==> src/rtl/idli_sx_m.sv <==
// idli_sx_m: bit-slice serial execute unit.
// One instruction is accepted per word window (at the last beat) and executed
// LSB-slice-first over BEATS cycles. Result slices are shifted into a shadow
// register and the whole word is committed to the register file on the edge
// that ends the window, so a flush anywhere in the window cancels it cleanly.
module idli_sx_m #(
  parameter  int SLICE_W = 4,
  parameter  int WORD_W  = 16,
  parameter  int NREG    = 16,
  localparam int BEATS   = WORD_W / SLICE_W,
  localparam int CW      = $clog2(BEATS),
  localparam int RW      = $clog2(NREG)
) (
  input  logic               i_sx_gck,
  input  logic               i_sx_rst,
  input  logic               i_sx_vld,
  input  logic [2:0]         i_sx_op,
  input  logic [RW-1:0]      i_sx_dst,
  input  logic [RW-1:0]      i_sx_lhs,
  input  logic [RW-1:0]      i_sx_rhs,
  input  logic               i_sx_imm_en,
  input  logic [WORD_W-1:0]  i_sx_imm,
  input  logic               i_sx_flush,
  output logic [CW-1:0]      o_sx_ctr,
  output logic               o_sx_busy,
  output logic [SLICE_W-1:0] o_sx_res,
  output logic               o_sx_res_vld,
  output logic               o_sx_done,
  output logic               o_sx_z,
  output logic               o_sx_c
);

  // Shadow holds the slices already produced in this window; the current
  // slice is concatenated on top to form the full word at the last beat.
  localparam int SHW = WORD_W - SLICE_W;

  localparam logic [CW-1:0] LAST_BEAT  = CW'(BEATS - 1);
  localparam logic [CW-1:0] FIRST_BEAT = {CW{1'b0}};
  localparam logic [RW-1:0] R0         = {RW{1'b0}};

  localparam logic [2:0] OP_ADD = 3'd0;
  localparam logic [2:0] OP_SUB = 3'd1;
  localparam logic [2:0] OP_AND = 3'd2;
  localparam logic [2:0] OP_OR  = 3'd3;
  localparam logic [2:0] OP_XOR = 3'd4;
  localparam logic [2:0] OP_MOV = 3'd5;

  // Extract slice k of a word, bits [k*SLICE_W +: SLICE_W].
  function automatic logic [SLICE_W-1:0] slice_of(input logic [WORD_W-1:0] w,
                                                  input logic [CW-1:0]     k);
    logic [WORD_W-1:0] sh;
    sh = w >> (int'(k) * SLICE_W);
    return sh[SLICE_W-1:0];
  endfunction

  // Control / flag state
  logic [CW-1:0]      ctr_q,    ctr_d;
  logic               busy_q,   busy_d;
  logic               cancel_q, cancel_d;
  logic               carry_q,  carry_d;
  logic [SHW-1:0]     shadow_q, shadow_d;
  logic               done_q,   done_d;
  logic               z_q,      z_d;
  logic               c_q,      c_d;

  // Latched instruction fields
  logic [2:0]         op_q;
  logic [RW-1:0]      dst_q;
  logic [RW-1:0]      lhs_q;
  logic [RW-1:0]      rhs_q;
  logic               imm_en_q;
  logic [WORD_W-1:0]  imm_q;

  // Register file; entry 0 is held at zero and never written after reset
  logic [WORD_W-1:0]  rf_q [NREG];

  // Datapath
  logic [WORD_W-1:0]  lhs_word_s;
  logic [WORD_W-1:0]  rhs_word_s;
  logic [SLICE_W-1:0] a_s;
  logic [SLICE_W-1:0] b_s;
  logic [SLICE_W-1:0] b_add_s;
  logic               is_sub_s;
  logic               is_arith_s;
  logic               op_valid_s;
  logic               cin_s;
  logic [SLICE_W:0]   sum_s;
  logic [SLICE_W-1:0] res_slice_s;
  logic [WORD_W-1:0]  word_s;
  logic               last_s;
  logic               issue_s;
  logic               commit_s;

  // Operand fetch: r0 reads as zero, immediate replaces rhs when enabled.
  always_comb begin
    lhs_word_s = {WORD_W{1'b0}};
    rhs_word_s = {WORD_W{1'b0}};
    if (lhs_q == R0) begin
      lhs_word_s = {WORD_W{1'b0}};
    end else begin
      lhs_word_s = rf_q[lhs_q];
    end
    if (imm_en_q) begin
      rhs_word_s = imm_q;
    end else if (rhs_q == R0) begin
      rhs_word_s = {WORD_W{1'b0}};
    end else begin
      rhs_word_s = rf_q[rhs_q];
    end
  end

  // Slice ALU: carry enters from the carry flop except at beat 0 where cin is injected.
  always_comb begin
    a_s         = slice_of(lhs_word_s, ctr_q);
    b_s         = slice_of(rhs_word_s, ctr_q);
    is_sub_s    = (op_q == OP_SUB);
    is_arith_s  = (op_q == OP_ADD) || (op_q == OP_SUB);
    op_valid_s  = (op_q <= OP_MOV);
    b_add_s     = is_sub_s ? ~b_s : b_s;
    cin_s       = (ctr_q == FIRST_BEAT) ? is_sub_s : carry_q;
    sum_s       = {1'b0, a_s} + {1'b0, b_add_s} + {{SLICE_W{1'b0}}, cin_s};
    res_slice_s = {SLICE_W{1'b0}};
    case (op_q)
      OP_ADD:  res_slice_s = sum_s[SLICE_W-1:0];
      OP_SUB:  res_slice_s = sum_s[SLICE_W-1:0];
      OP_AND:  res_slice_s = a_s & b_s;
      OP_OR:   res_slice_s = a_s | b_s;
      OP_XOR:  res_slice_s = a_s ^ b_s;
      OP_MOV:  res_slice_s = b_s;
      default: res_slice_s = {SLICE_W{1'b0}};
    endcase
    word_s = {res_slice_s, shadow_q};
  end

  // Window events: issue sampling, commit qualification.
  always_comb begin
    last_s   = (ctr_q == LAST_BEAT);
    issue_s  = last_s && i_sx_vld;
    commit_s = busy_q && last_s && !cancel_q && !i_sx_flush && op_valid_s;
  end

  // Next-state logic for counter, window status, carry chain, shadow and flags.
  always_comb begin
    ctr_d    = ctr_q + CW'(1);
    carry_d  = sum_s[SLICE_W];
    shadow_d = word_s[WORD_W-1:SLICE_W];
    done_d   = commit_s;
    busy_d   = busy_q;
    cancel_d = cancel_q;
    z_d      = z_q;
    c_d      = c_q;
    if (last_s) begin
      // A new window starts: a same-cycle flush belongs to the old instruction.
      busy_d   = i_sx_vld;
      cancel_d = 1'b0;
    end else if (busy_q && i_sx_flush) begin
      cancel_d = 1'b1;
    end else begin
      cancel_d = cancel_q;
    end
    if (commit_s) begin
      z_d = (word_s == {WORD_W{1'b0}});
      c_d = is_arith_s && sum_s[SLICE_W];
    end else begin
      z_d = z_q;
      c_d = c_q;
    end
  end

  // Control and flag state register.
  always_ff @(posedge i_sx_gck) begin
    if (i_sx_rst) begin
      ctr_q    <= {CW{1'b0}};
      busy_q   <= 1'b0;
      cancel_q <= 1'b0;
      carry_q  <= 1'b0;
      shadow_q <= {SHW{1'b0}};
      done_q   <= 1'b0;
      z_q      <= 1'b0;
      c_q      <= 1'b0;
    end else begin
      ctr_q    <= ctr_d;
      busy_q   <= busy_d;
      cancel_q <= cancel_d;
      carry_q  <= carry_d;
      shadow_q <= shadow_d;
      done_q   <= done_d;
      z_q      <= z_d;
      c_q      <= c_d;
    end
  end

  // Instruction field latch, loaded only on an accepted issue.
  always_ff @(posedge i_sx_gck) begin
    if (i_sx_rst) begin
      op_q     <= 3'd0;
      dst_q    <= {RW{1'b0}};
      lhs_q    <= {RW{1'b0}};
      rhs_q    <= {RW{1'b0}};
      imm_en_q <= 1'b0;
      imm_q    <= {WORD_W{1'b0}};
    end else if (issue_s) begin
      op_q     <= i_sx_op;
      dst_q    <= i_sx_dst;
      lhs_q    <= i_sx_lhs;
      rhs_q    <= i_sx_rhs;
      imm_en_q <= i_sx_imm_en;
      imm_q    <= i_sx_imm;
    end else begin
      op_q     <= op_q;
      dst_q    <= dst_q;
      lhs_q    <= lhs_q;
      rhs_q    <= rhs_q;
      imm_en_q <= imm_en_q;
      imm_q    <= imm_q;
    end
  end

  // Register file: whole-word atomic commit at window end, r0 writes dropped.
  always_ff @(posedge i_sx_gck) begin
    if (i_sx_rst) begin
      rf_q[0] <= {WORD_W{1'b0}};
    end else if (commit_s && (dst_q != R0)) begin
      rf_q[dst_q] <= word_s;
    end else begin
      rf_q[0] <= {WORD_W{1'b0}};
    end
  end

  // Output drive: result slice only while busy, validity drops on flush.
  always_comb begin
    o_sx_ctr     = ctr_q;
    o_sx_busy    = busy_q;
    o_sx_res     = busy_q ? res_slice_s : {SLICE_W{1'b0}};
    o_sx_res_vld = busy_q && !cancel_q && !i_sx_flush;
    o_sx_done    = done_q;
    o_sx_z       = z_q;
    o_sx_c       = c_q;
  end

endmodule

==> config.mk <==
export PLATFORM = sky130hd
export DESIGN_NAME = idli_sx_m
export DESIGN_NICKNAME = d
export VERILOG_FILES = /design/src/rtl/idli_sx_m.sv
export SDC_FILE = /design/constraint.sdc
export NUM_CORES = 1
export LEC_CHECK = 0
export CORE_MARGIN = 5
export CORE_UTILIZATION = 56
export DETAILED_ROUTE_END_ITERATION = 10
export PLACE_DENSITY_LB_ADDON = 0.08
export REMOVE_ABC_BUFFERS = 1
export SYNTH_ARGS = -nofsm -noshare
export SYNTH_HDL_FRONTEND = slang
export SYNTH_SLANG_ARGS = --single-unit
==> constraint.sdc <==
create_clock -name i_sx_gck -period 4.3 [get_ports i_sx_gck]
set_input_delay 0.645 -clock i_sx_gck [delete_from_list [all_inputs] [get_ports i_sx_gck]]
set_output_delay 0.645 -clock i_sx_gck [all_outputs]
set_load 0.02 [all_outputs]
Yosys cells after proc, flatten, opt, wreduce, memory -nomap -nowiden
Memories as Yosys holds them, arrays and structs flattened. A register that Yosys moved wholly into a read port is not among the register bits.
Index checks and enable logic that the tools add are counted.
- memory bits (writable): 256
- input port bits: 36
- memories: 1
- output and inout port bits: 11
- word-level logic and storage cells: 77
- register bits after elaboration: 52
- magnitude comparators: 1
- shift-type cells: 2
- reductions and logical operators: 22
- add/subtract/negate cells: 3
- multiplexer cells: 23
- equal/unequal tests: 6
- bitwise gates (word level): 5
- memories (name ; depth ; bits a word ; rd ports ; clocked after Yosys merged registers in ; write ports ; line ; source):
    rf_q ; 16 ; 16 ; 2 ; 2 ; 1 ; 75 ; logic [WORD_W-1:0] rf_q [NREG];
- operators with widths (operator ; count):
    two-way mux 16 bit ; 5
    right shift 16 x 4 -> 4 bit ; 2
    two-way mux 4 bit ; 7
    case mux 4 bit (5 select lines) ; 1
    zero test 16 bit ; 1
    OR reduction 16 bit ; 1
    logical AND 1 bit ; 10
    two-way mux 1 bit ; 10
    zero test 4 bit ; 2
    == test 3 x 2 -> 1 bit (second input constant) ; 2
    == test 3 bit (second input constant) ; 2
    adder 4 x 4 -> 5 bit ; 1
    adder 5 x 1 -> 5 bit ; 1
    bitwise AND 4 bit ; 1
    NOT 4 bit ; 1
    OR 4 bit ; 1
    nonzero test 4 bit ; 1
    OR reduction 2 bit ; 2
    XOR 4 bit ; 1
    == test 3 x 1 -> 1 bit (second input constant) ; 1
    less-or-equal comparator 3 bit (second input constant) ; 1
    zero test 3 bit ; 1
    adder 2 x 1 -> 2 bit (second input constant) ; 1
    == test 2 bit (second input constant) ; 1
    4 further kinds ; 5

Longest topological paths before layout
Gate-level depths: netlist (run 1).
- word-level depth: 11
- gate-level depth with buffers: 19
- gate-level depth less buffers: 16

Worst setup path before layout (run 1)
OpenSTA, ideal clock, no wires.
- path kind: flip-flop to output port
- start: register with a tool-made name
- end: output port o_sx_res[1]
- data required time: 3655 ps
- buffers on the path: 2
- slack: -153 ps
- data arrival time: 3808 ps
- cell stages (with the launch flop): 17
- path through: dfxtp_1 -> buf_2 -> buf_2 -> mux4_2 -> mux4_2 -> nand2_1 -> nand2_1 -> o211a_1 -> fa_1 -> inv_1 -> fa_1 -> nor2_1 -> a31oi_1 -> a2bb2oi_1 -> o21ai_0 -> o21ba_2 -> nor2b_1
- RTL lines (element ; line ; source):
    end: declaration ; 26 ; output logic [SLICE_W-1:0] o_sx_res,

==> results of run 1 <==
[report_power, final]
part	switching, uW	leakage (uW)	internal (uW)
registers	16.3	0.00348	3270
clock network	1180	0.000552	1790
logic	167	0.00268	162
[critical path, stage by stage, from the launching register on]
cell and delay, ns:
dfxtp_4 0.43, buf_4 0.14, mux4_2 0.50, mux2i_1 0.24
o32ai_2 0.14, o31ai_2 0.20, buf_4 0.15, and2_4 0.15
o21ai_4 0.07, xnor2_2 0.18, fa_2 0.24, inv_2 0.04
fa_2 0.51, nor2_1 0.04, a31oi_1 0.14, a2bb2oi_1 0.16
o21ai_1 0.08, o21ba_4 0.24, nor2b_1 0.04, buf_4 0.15
[per-stage QoR]
stage	TNS (ns)	setup WS, ns	std cells	instance area [sq um]
finish	-2.56	-0.693	1503	18400
global placement	-14.69	-0.607	1402	16500
CTS	-2.17	-0.589	1479	17900
floorplan	-147.30	-2.53	892	14600
detailed placement	-23.44	-0.613	1402	16500
global route	-5.23	-0.845	1503	18400
[Yosys cell counts (4+ instances only)]
master | instances | area share (%)
edfxtp_1 | 256 | 51
nand2_1 | 110 | 2.8
mux4_2 | 106 | 16
dfxtp_1 | 60 | 8.0
mux2i_1 | 56 | 3.7
a21oi_1 | 48 | 1.6
nor2_1 | 32 | 0.80
clkbuf_1 | 31 | 0.78
a22oi_1 | 23 | 1.2
nor2b_1 | 20 | 0.84
inv_1 | 17 | 0.43
and2_1 | 15 | 0.63
buf_2 | 15 | 0.50
mux4_1 | 15 | 2.6
ha_1 | 13 | 1.1
nand3_1 | 9 | 0.30
nor3_1 | 8 | 0.27
o21ai_0 | 8 | 0.27
buf_6 | 7 | 0.53
nand2b_1 | 7 | 0.29
a221oi_1 | 6 | 0.35
buf_1 | 6 | 0.15
a221o_1 | 5 | 0.33
nand3b_1 | 5 | 0.25
nor4_1 | 5 | 0.21
o211ai_1 | 5 | 0.25
nand4_1 | 4 | 0.17
o211a_1 | 4 | 0.27
o22ai_1 | 4 | 0.17
xnor2_1 | 4 | 0.23
[registers in the layout, indices dropped and copies added, names as in the netlist, named ones only]
register   flops
imm_en_q       1
o_sx_done      1
lhs_q          4
op_q           3
o_sx_z         1
o_sx_busy      1
shadow_q      12
rhs_q          4
cancel_q       1
o_sx_ctr       2
carry_q        1
dst_q          4
imm_q         16
o_sx_c         1
rf_q         256
[worst max path at each step]
stage	start	endpoint	cells past startpoint
3_3_place_gp	flop	o_sx_res[1]	17
5_1_grt	flop	o_sx_res[1]	19
2_1_floorplan	flop	o_sx_res[1]	16
6_report	flop	o_sx_res[1]	19
4_1_cts	flop	o_sx_res[1]	18
3_5_place_dp	flop	o_sx_res[3]	16
[routing by layer]
| layer | vias up | track usage, % |
|---|---|---|
| li1 | 4183 | - |
| met1 | 5054 | 36.3 |
| met2 | 566 | 45.8 |
| met3 | 109 | 5.50 |
| met4 | 0 | 9.64 |
| met5 | - | 0 |
[cells by family (layout without fill, tap and decap cells)]
logic type | Yosys count | count (layout) | synth area share (%)
fa+ha+maj | 15 | 15 | 1.36
mux | 180 | 180 | 22.6
buf+inv | 83 | 293 | 3.09
compound gates | 132 | 132 | 6.13
xor+xnor | 7 | 7 | 0.410
simple gates | 225 | 225 | 7.01
flops | 316 | 316 | 59.4
[layout make-up]
type                       count  area (sq um)  area share [%]
sequential                   316          8910            48.5
multi-input combinational    559          5850            31.9
timing repair buffer         212          1970            10.7
clock buffer                  46           980            5.34
tap                          335           419            2.28
clock inverter                18           169           0.920
inverter                      17          63.8           0.348
[repair_timing]
item,4_1_cts,5_1_grt
buffers inserted,13,22
gates cloned,0,2
hold buffers,0,0
setup endpoints to repair,52,53
resized for setup,56,47
pin swaps,17,17
==> results by group, run 1 <==
Critical path
  – Flop-to-flop setup slack: -0.02 ns
  – R2R cell count: 21
  – Worst-path maximum fanout: 7
  – WS Path Type: flop to output port
  – Worst R2R End: rf_q[9][13]$_DFFE_PP_
  – Critical Path RT: 3.65 ns
  – CP endpoint kind: output port
  – Critical Path Source Type: flop
  – Critical path arrival: 4.35 ns

Timing
  – F_max: 200 MHz
  – Fin crit share: 116%
  – Slew headroom: 28.7%
  – Clock Skew: 0.0212 ns
  – Setup violations, final: 20
  – Worst Max-Slew Pin Slew: 1.07 ns
  – Worst hold slack: 0.442 ns
  – Final max-slew violation count: 0
  – RSZ-0062 raised after global routing: yes
  – Hold Vio Cnt, Final: 0
  – Worst Slack Setup Final: -0.693 ns
  – Fin crit period: 4.99 ns

Yosys
  – Synthesis-stage register bit count: 316
  – Post-synth EDFFs: 256
  – Synth Warn #: 0
  – Synth unique cells: 67
  – Sequential area share after synthesis: 59.4%
  – Syn_area_per_cell: 15.6 sq um
  – Post-synth ARST share: 0%
  – Mapped Area: 15000 sq um
  – Top_reg_cell synth: edfxtp_1
  – Post-Synthesis Cells: 958

Routing
  – Routed Antenna Nets: 0
  – Drt total wl: 42500 um
  – Met3 WL: 3650 um
  – Met1 Wirelength: 16400 um
  – DRC violations left: 0
  – Via/cell ratio: 6.59
  – Routed length per instance: 28.3 um
  – Starting DRC count in detailed routing: 1092
  – 1st-pass router iterations: 5
  – Uppermost layer routed: met4
  – Met2 routed WL: 20800 um
  – Via count: 9912

Floorplan
  – Starting density of the core: 57.1%
  – Die area: 30100 sq um
  – FP Rows: 59
  – Ports: 47
  – Core Area: 26200 sq um
  – Die X: 173 um
  – Die height: 173 um

Run status
  – Status: finished with violations
  – Failing checks: negative setup slack

Finish
  – Antenna cells: 0
  – Area delta synth->final: 22.8%
  – Fill cells: 1702
  – # nets final: 1193
  – Commonest non-fill, non-tap cell in the layout: edfxtp_1
  – Post-Route Utilization: 70.1%
  – Layout cells sized above 1: 34.2%
  – Most frequent cells in the layout: edfxtp_1, buf_4, mux4_2

Run
  – # Max-Cap Violations: 0

Clock network
  – CTS sink cnt: 316
  – CTS max path bufs: 3
  – Clk root buf: clkbuf_16
  – TritonCTS clock tree: done
  – H-tree levels: 2
  – Worst skew pair latency: 0.52 ns
  – CTS buffer count: 36
  – Clock edge transition at the registers on the reported setup and hold paths: 0.05 ns

Min path
  – Hold Path Origin: i_sx_rst
  – Hold Path Sink: carry_q$_SDFF_PP0_
  – WHS Path Cells: 2
  – Min-Delay Path Class: primary input to flop

Power
  – PD cells: 359 nW/um^2
  – Final total power: 6580 uW
  – Leakage: 0.00671 uW
  – Maximum vdd drop: 0.337 mV

Place
  – Final GP Congestion: 0.971
  – PortBufs: 46
  – HPWL Detailed: 27900 um

Global routing
  – Vias in the first global route: 10244
  – Maximum number of pins on one net before global-route repair: 50
  – Global-route wire length before repair: 62700 um
  – Initial antenna violation count: 0
  – Tot GR Track Use: 27.4%
  – Gr ovfl total: 0
No activity file was read; power rests on OpenSTA's default activity.
==> inputs of run 2 (changes only) <==
- GPL_TIMING_DRIVEN: unset -> 0
==> run 2 against run 1 <==
  * The flow still finishes with violations (negative setup slack)
  * Clock skew down 0.0020 ns
  * Cell count down 6.0%
  * Global-route usage up 0.95 points
  * Critical path depth down 2
  * Via count down 2.4%
  * Maximum frequency down 3.7%
  * Sequential share of layout area up 1.4 points
  * Design area down 2.6%
  * Setup slack worse by 0.19 ns
  * Largest power group unchanged
==> results by group, run 2 (synthesis results as in run 1) <==
Finish
  – Register with the most flip-flops: rf_q
  – Area of the multi-input gates: 5890 sq um
  – Post-route cell area: 17900 sq um
  – Area delta synth->final: 19.5%
  – Non-filler cells, final: 1413
  – Largest registers: rf_q (256), imm_q (16), shadow_q (12)
  – FF+latch area: 8920 sq um
  – Fill cells: 1704
  – Layout cells sized above 1: 29.2%
  – Number of flip-flops in the largest register: 256
  – Commonest non-fill, non-tap cell in the layout: edfxtp_1
  – Most frequent cells in the layout: edfxtp_1, mux4_2, nand2_1
  – # nets final: 1105

Place
  – PortBufs: 46
  – Dpl ws: -1.95 ns
  – Final GP Congestion: 0.807
  – Dpl cell area: 15800 sq um
  – HPWL Detailed: 24900 um
  – Dpl cells: 1290

Timing
  – Fin crit period: 5.19 ns
  – Final max-slew violation count: 0
  – RSZ-0062 raised after global routing: yes
  – Setup violations, final: 20
  – Hold Vio Cnt, Final: 0
  – Worst Slack Setup Final: -0.886 ns
  – Worst Max-Slew Pin Slew: 1.08 ns
  – Slew headroom: 27.3%
  – Fin crit share: 121%
  – F_max: 193 MHz
  – Clock Skew: 0.0191 ns

Critical path
  – Flop-to-flop setup slack: -0.12 ns
  – WP buf/inv: 3
  – Most numerous cell on the critical path: buf_4
  – Critical Path Source Type: flop
  – CP Cell Sequence: buf_12 > buf_4 > nor2b_2 > a221oi_1 > o21ai_0 > nand4_1 > a32oi_4 > o21ai_4 > xor2_2 > fa_1 > nor2_1 > a31oi_1 > a2bb2oi_1 > o21ai_1 > o21ba_4 > nor2b_1 > buf_4
  – Critical Path RT: 3.65 ns
  – Critical path arrival: 4.54 ns
  – Top delay family on crit path: compound AO/OA/AOI/OAI gates
  – Highest-delay cell along the critical path: nor2b_2
  – WS Path Type: flop to output port
  – CP endpoint kind: output port
  – Crit-path max cell delay: 0.53 ns
  – Worst-path maximum fanout: 9

Floorplan
  – Die height: 173 um
  – Core Area: 26200 sq um
  – Ports: 47
  – Starting density of the core: 57.1%
  – Die area: 30100 sq um
  – FP Rows: 59
  – Die X: 173 um

Routing
  – Routed length per instance: 30.5 um
  – 1st-pass router iterations: 6
  – Starting DRC count in detailed routing: 1084
  – DRC violations left: 0
  – Routed Antenna Nets: 0
  – Via count: 9675
  – Via/cell ratio: 6.85
  – Drt total wl: 43000 um

Power
  – Leakage: 0.00630 uW
  – PD cells: 362 nW/um^2
  – Maximum vdd drop: 0.420 mV
  – Final total power: 6470 uW

Run status
  – Failing checks: negative setup slack
  – Status: finished with violations

Global routing
  – Gr ovfl total: 0
  – Tot GR Track Use: 28.4%
  – Initial antenna violation count: 1
  – Maximum number of pins on one net before global-route repair: 53
  – Vias in the first global route: 9778
  – Global-route wire length before repair: 63300 um

Clock network
  – H-tree levels: 2
  – CTS sink cnt: 316
  – CTS buffer count: 34
  – TritonCTS clock tree: done
  – CTS max path bufs: 3
  – Clock edge transition at the registers on the reported setup and hold paths: 0.06 ns
  – Worst skew pair latency: 0.51 ns
  – Clk root buf: clkbuf_16

Run
  – # Max-Cap Violations: 0

Min path
  – Min-Delay Path Class: flop to flop
run 2: cell count changes in the layout (fill, tap and decap cells not counted), sizes merged:
cell,before,now
clkbuf,48,43
clkinv,11,9
bufbuf,0,5
clkdlybuf4s15,0,1
diode,0,1
bufinv,3,4
buf,169,78
run 2: path summary, 6_finish.rpt:
check,cells past startpoint,to,start
max reg2reg,18,rf_q[11][13]$_DFFE_PP_,flop
min,2,imm_q[11]$_SDFFE_PP0P_,imm_q[11]$_SDFFE_PP0P_
max,17,o_sx_res[1],flop
min reg2reg,2,imm_q[11]$_SDFFE_PP0P_,imm_q[11]$_SDFFE_PP0P_
run 2: worst register-to-register path, delay by kind of cell, from the launching register on:
family          cells  cell delay, ns
simple gates        4            0.85
fa+ha+maj           1            0.51
flops               1            0.39
xor+xnor            1            0.20
compound gates      8            1.62
buf+inv             4            0.58
run 2: timing repair:
item                                    4_1_cts  5_1_grt
gates cloned                                  6        0
endpoints found under the setup margin      461       97
hold buffers                                  0        0
pin swaps                                    17        3
gates resized for setup                      79       15
setup buffers                                46       12
run 2: layer usage:
metal	vias up	part of all wire, %	GRT usage, %
li1	4002	-	-
met1	4957	37	37.3
met2	595	49	47.0
met3	121	9.9	6.13
met4	0	4.0	10.4
met5	-	0	0
run 2: power breakdown:
part,switching (uW),internal [uW],total (uW)
clock,1150,1740,2890
combinational,149,132,281
sequential,34.0,3270,3300
run 2: metrics by stage:
step | hold slack [ns] | util, % | TNS (ns)
final | 0.455 | 68.2 | -4.26
after global routing | 0.472 | 68.2 | -6.13
after CTS | 0.457 | 67.5 | -2.10
after detailed placement | 0.447 | 60.4 | -205.89
after global placement | 0.439 | 58.9 | -828.47
after floorplan | 0.427 | - | -147.30
run 2: cell type report:
class / instances / share of cell area, %
repair buffers: 125 / 8.24
clock inverters: 16 / 1.04
well taps: 335 / 2.34
repair inverters: 1 / 0.0420
flip-flops and latches: 316 / 49.9
inverters: 17 / 0.399
diodes: 1 / 0.0140
clock buffers: 43 / 5.07
multi-input cells: 559 / 32.9
==> inputs of run 3 (changes only) <==
- CORE_ASPECT_RATIO: unset -> 1.75
==> run 3 against run 2 <==
  * The flow still finishes with violations (negative setup slack)
  * Critical path depth increased by 2
  * Cell count shrank 0.64%
  * Design area grew 0.15%
  * Critical endpoint unchanged
  * Largest power group unchanged
  * Highest routed layer unchanged
==> results by group, run 3 (synthesis results as in run 1) <==
Routing
  – Via count: 9790
  – DRC violations left: 0
  – Starting DRC count in detailed routing: 1028
  – 1st-pass router iterations: 5
  – Routed length per instance: 31.4 um
  – Routed Antenna Nets: 0
  – Drt total wl: 44100 um
  – Via/cell ratio: 6.97

Timing
  – Setup violations, final: 20
  – Fin crit share: 120%
  – Clock Skew: 0.0184 ns
  – Slew headroom: 14.7%
  – RSZ-0062 raised after global routing: yes
  – Worst Slack Setup Final: -0.839 ns
  – Fin crit period: 5.14 ns
  – Worst Max-Slew Pin Slew: 1.28 ns
  – Hold Vio Cnt, Final: 0
  – Worst hold slack: 0.458 ns
  – Final max-slew violation count: 0
  – F_max: 195 MHz

Power
  – Logic gate share of total power: 4.6%
  – Psw: 1320 uW
  – Maximum vdd drop: 0.323 mV
  – Leakage: 0.00634 uW
  – Clock power frac: 41.7%
  – Final total power: 6150 uW
  – Int Power: 4830 uW
  – Switching Share: 21.5%
  – Flop pwr share: 53.6%
  – PD cells: 344 nW/um^2

Finish
  – Layout cells sized above 1: 30.4%
  – Most frequent cells in the layout: edfxtp_1, mux4_2, nand2_1
  – Commonest non-fill, non-tap cell in the layout: edfxtp_1
  – Fill cells: 1777
  – FF+latch area: 8920 sq um
  – Antenna cells: 0
  – Register with the most flip-flops: rf_q
  – Post-Route Utilization: 67.6%
  – Number of flip-flops in the largest register: 256
  – Area of the multi-input gates: 5850 sq um
  – Area delta synth->final: 19.7%
  – Largest registers: rf_q (256), imm_q (16), shadow_q (12)
  – # nets final: 1109

Critical path
  – R2R cell count: 20
  – Critical path arrival: 4.49 ns
  – Worst-path maximum fanout: 8
  – Flop-to-flop setup slack: -0.08 ns
  – CP endpoint kind: output port
  – WS Path Type: flop to output port
  – Worst R2R End: rf_q[5][13]$_DFFE_PP_
  – Critical Path RT: 3.65 ns
  – Critical Path Source Type: flop
  – Worst setup path endpoint: o_sx_res[1]

Clock network
  – Worst skew pair latency: 0.58 ns
  – CTS max path bufs: 3
  – Clock edge transition at the registers on the reported setup and hold paths: 0.07 ns
  – TritonCTS clock tree: done
  – CTS sink cnt: 316
  – H-tree levels: 1
  – Clk root buf: clkbuf_16
  – CTS buffer count: 29

Floorplan
  – FP Rows: 79
  – Starting density of the core: 56.5%
  – Die area: 30200 sq um
  – Die height: 226 um
  – Ports: 47
  – Die X: 134 um
  – Core Area: 26500 sq um

Global routing
  – Initial antenna violation count: 0
  – Maximum number of pins on one net before global-route repair: 56
  – GRT met2 Usage: 50.8%
  – Vias in the first global route: 10148
  – Gr ovfl total: 0
  – Global Route met1 Usage: 35.5%
  – Global-route wire length before repair: 64200 um
  – Met3 GRT Util: 4.90%
  – Tot GR Track Use: 29.0%
  – Busiest grt layer: met2

Place
  – HPWL Detailed: 26000 um
  – PortBufs: 46
  – Final GP Congestion: 0.956
  – Dpl ws: -2.06 ns

Run
  – # Max-Cap Violations: 0

Run status
  – Status: finished with violations
  – Failing checks: negative setup slack

Min path
  – WHS Path Cells: 2
  – Min-Delay Path Class: flop to flop
[run 3: area by class of cell]
cell class,instances,area share [%]
inverter,17,0.398
clock buffer,40,4.70
timing repair buffer,134,9.57
timing repair inverter,1,0.0280
sequential,316,49.8
clock inverter,13,0.538
tap,324,2.26
multi-input combinational,559,32.7
[run 3: power by group through the flow]
stage	clock [uW]	sequential (uW)	combinational, uW
floorplan	0	3370	98.8
global placement	0	3400	183
detailed placement	0	3370	210
CTS	2600	3300	263
global route	2720	3300	298
finish	2570	3300	284
[run 3: worst min path at each step]
stage	start	to	slack (ns)
finish	imm_q[11]$_SDFFE_PP0P_	imm_q[11]$_SDFFE_PP0P_	0.46
global route	imm_q[0]$_SDFFE_PP0P_	imm_q[0]$_SDFFE_PP0P_	0.49
CTS	imm_q[8]$_SDFFE_PP0P_	imm_q[8]$_SDFFE_PP0P_	0.46
detailed placement	imm_q[8]$_SDFFE_PP0P_	imm_q[8]$_SDFFE_PP0P_	0.45
global placement	imm_q[7]$_SDFFE_PP0P_	imm_q[7]$_SDFFE_PP0P_	0.44
floorplan	imm_q[10]$_SDFFE_PP0P_	imm_q[10]$_SDFFE_PP0P_	0.43
[run 3: worst max-delay path: stages (launching register included)]
cell and delay (ns):
dfxtp_4 0.39, buf_12 0.16, mux4_2 0.52, mux2i_2 0.19, o32ai_2 0.12, o31ai_2 0.23
buf_4 0.17, and2_4 0.15, o21ai_4 0.06, xnor2_2 0.18, fa_2 0.25, inv_2 0.05
fa_2 0.53, nor2_1 0.04, a31oi_1 0.16, a2bb2oi_1 0.16, o21ai_1 0.09, o21ba_4 0.25
nor2b_1 0.05, buf_4 0.15
[run 3: through the flow]
| stage | area, sq um | TNS [ns] | cells |
|---|---|---|---|
| 2_1_floorplan | 14600 | -147.30 | 892 |
| 3_3_place_gp | 15400 | -712.28 | 1262 |
| 3_5_place_dp | 15900 | -128.35 | 1285 |
| 4_1_cts | 17600 | -3.33 | 1379 |
| 5_1_grt | 17900 | -6.98 | 1404 |
| 6_report | 17900 | -3.84 | 1404 |
[run 3: what timing repair did]
item / in CTS / in global routing
hold buffers: 0 / 0
setup buffers: 34 / 24
cloned: 7 / 1
resized for setup: 84 / 17
pin swaps: 19 / 10
setup endpoints to repair: 286 / 80
[run 3: per-layer routing]
metal | part of all wire [%] | vias up
met1 | 35 | 5070
met2 | 52 | 572
met5 | 0 | -
met3 | 8.6 | 131
met4 | 4.8 | 0
li1 | - | 4017
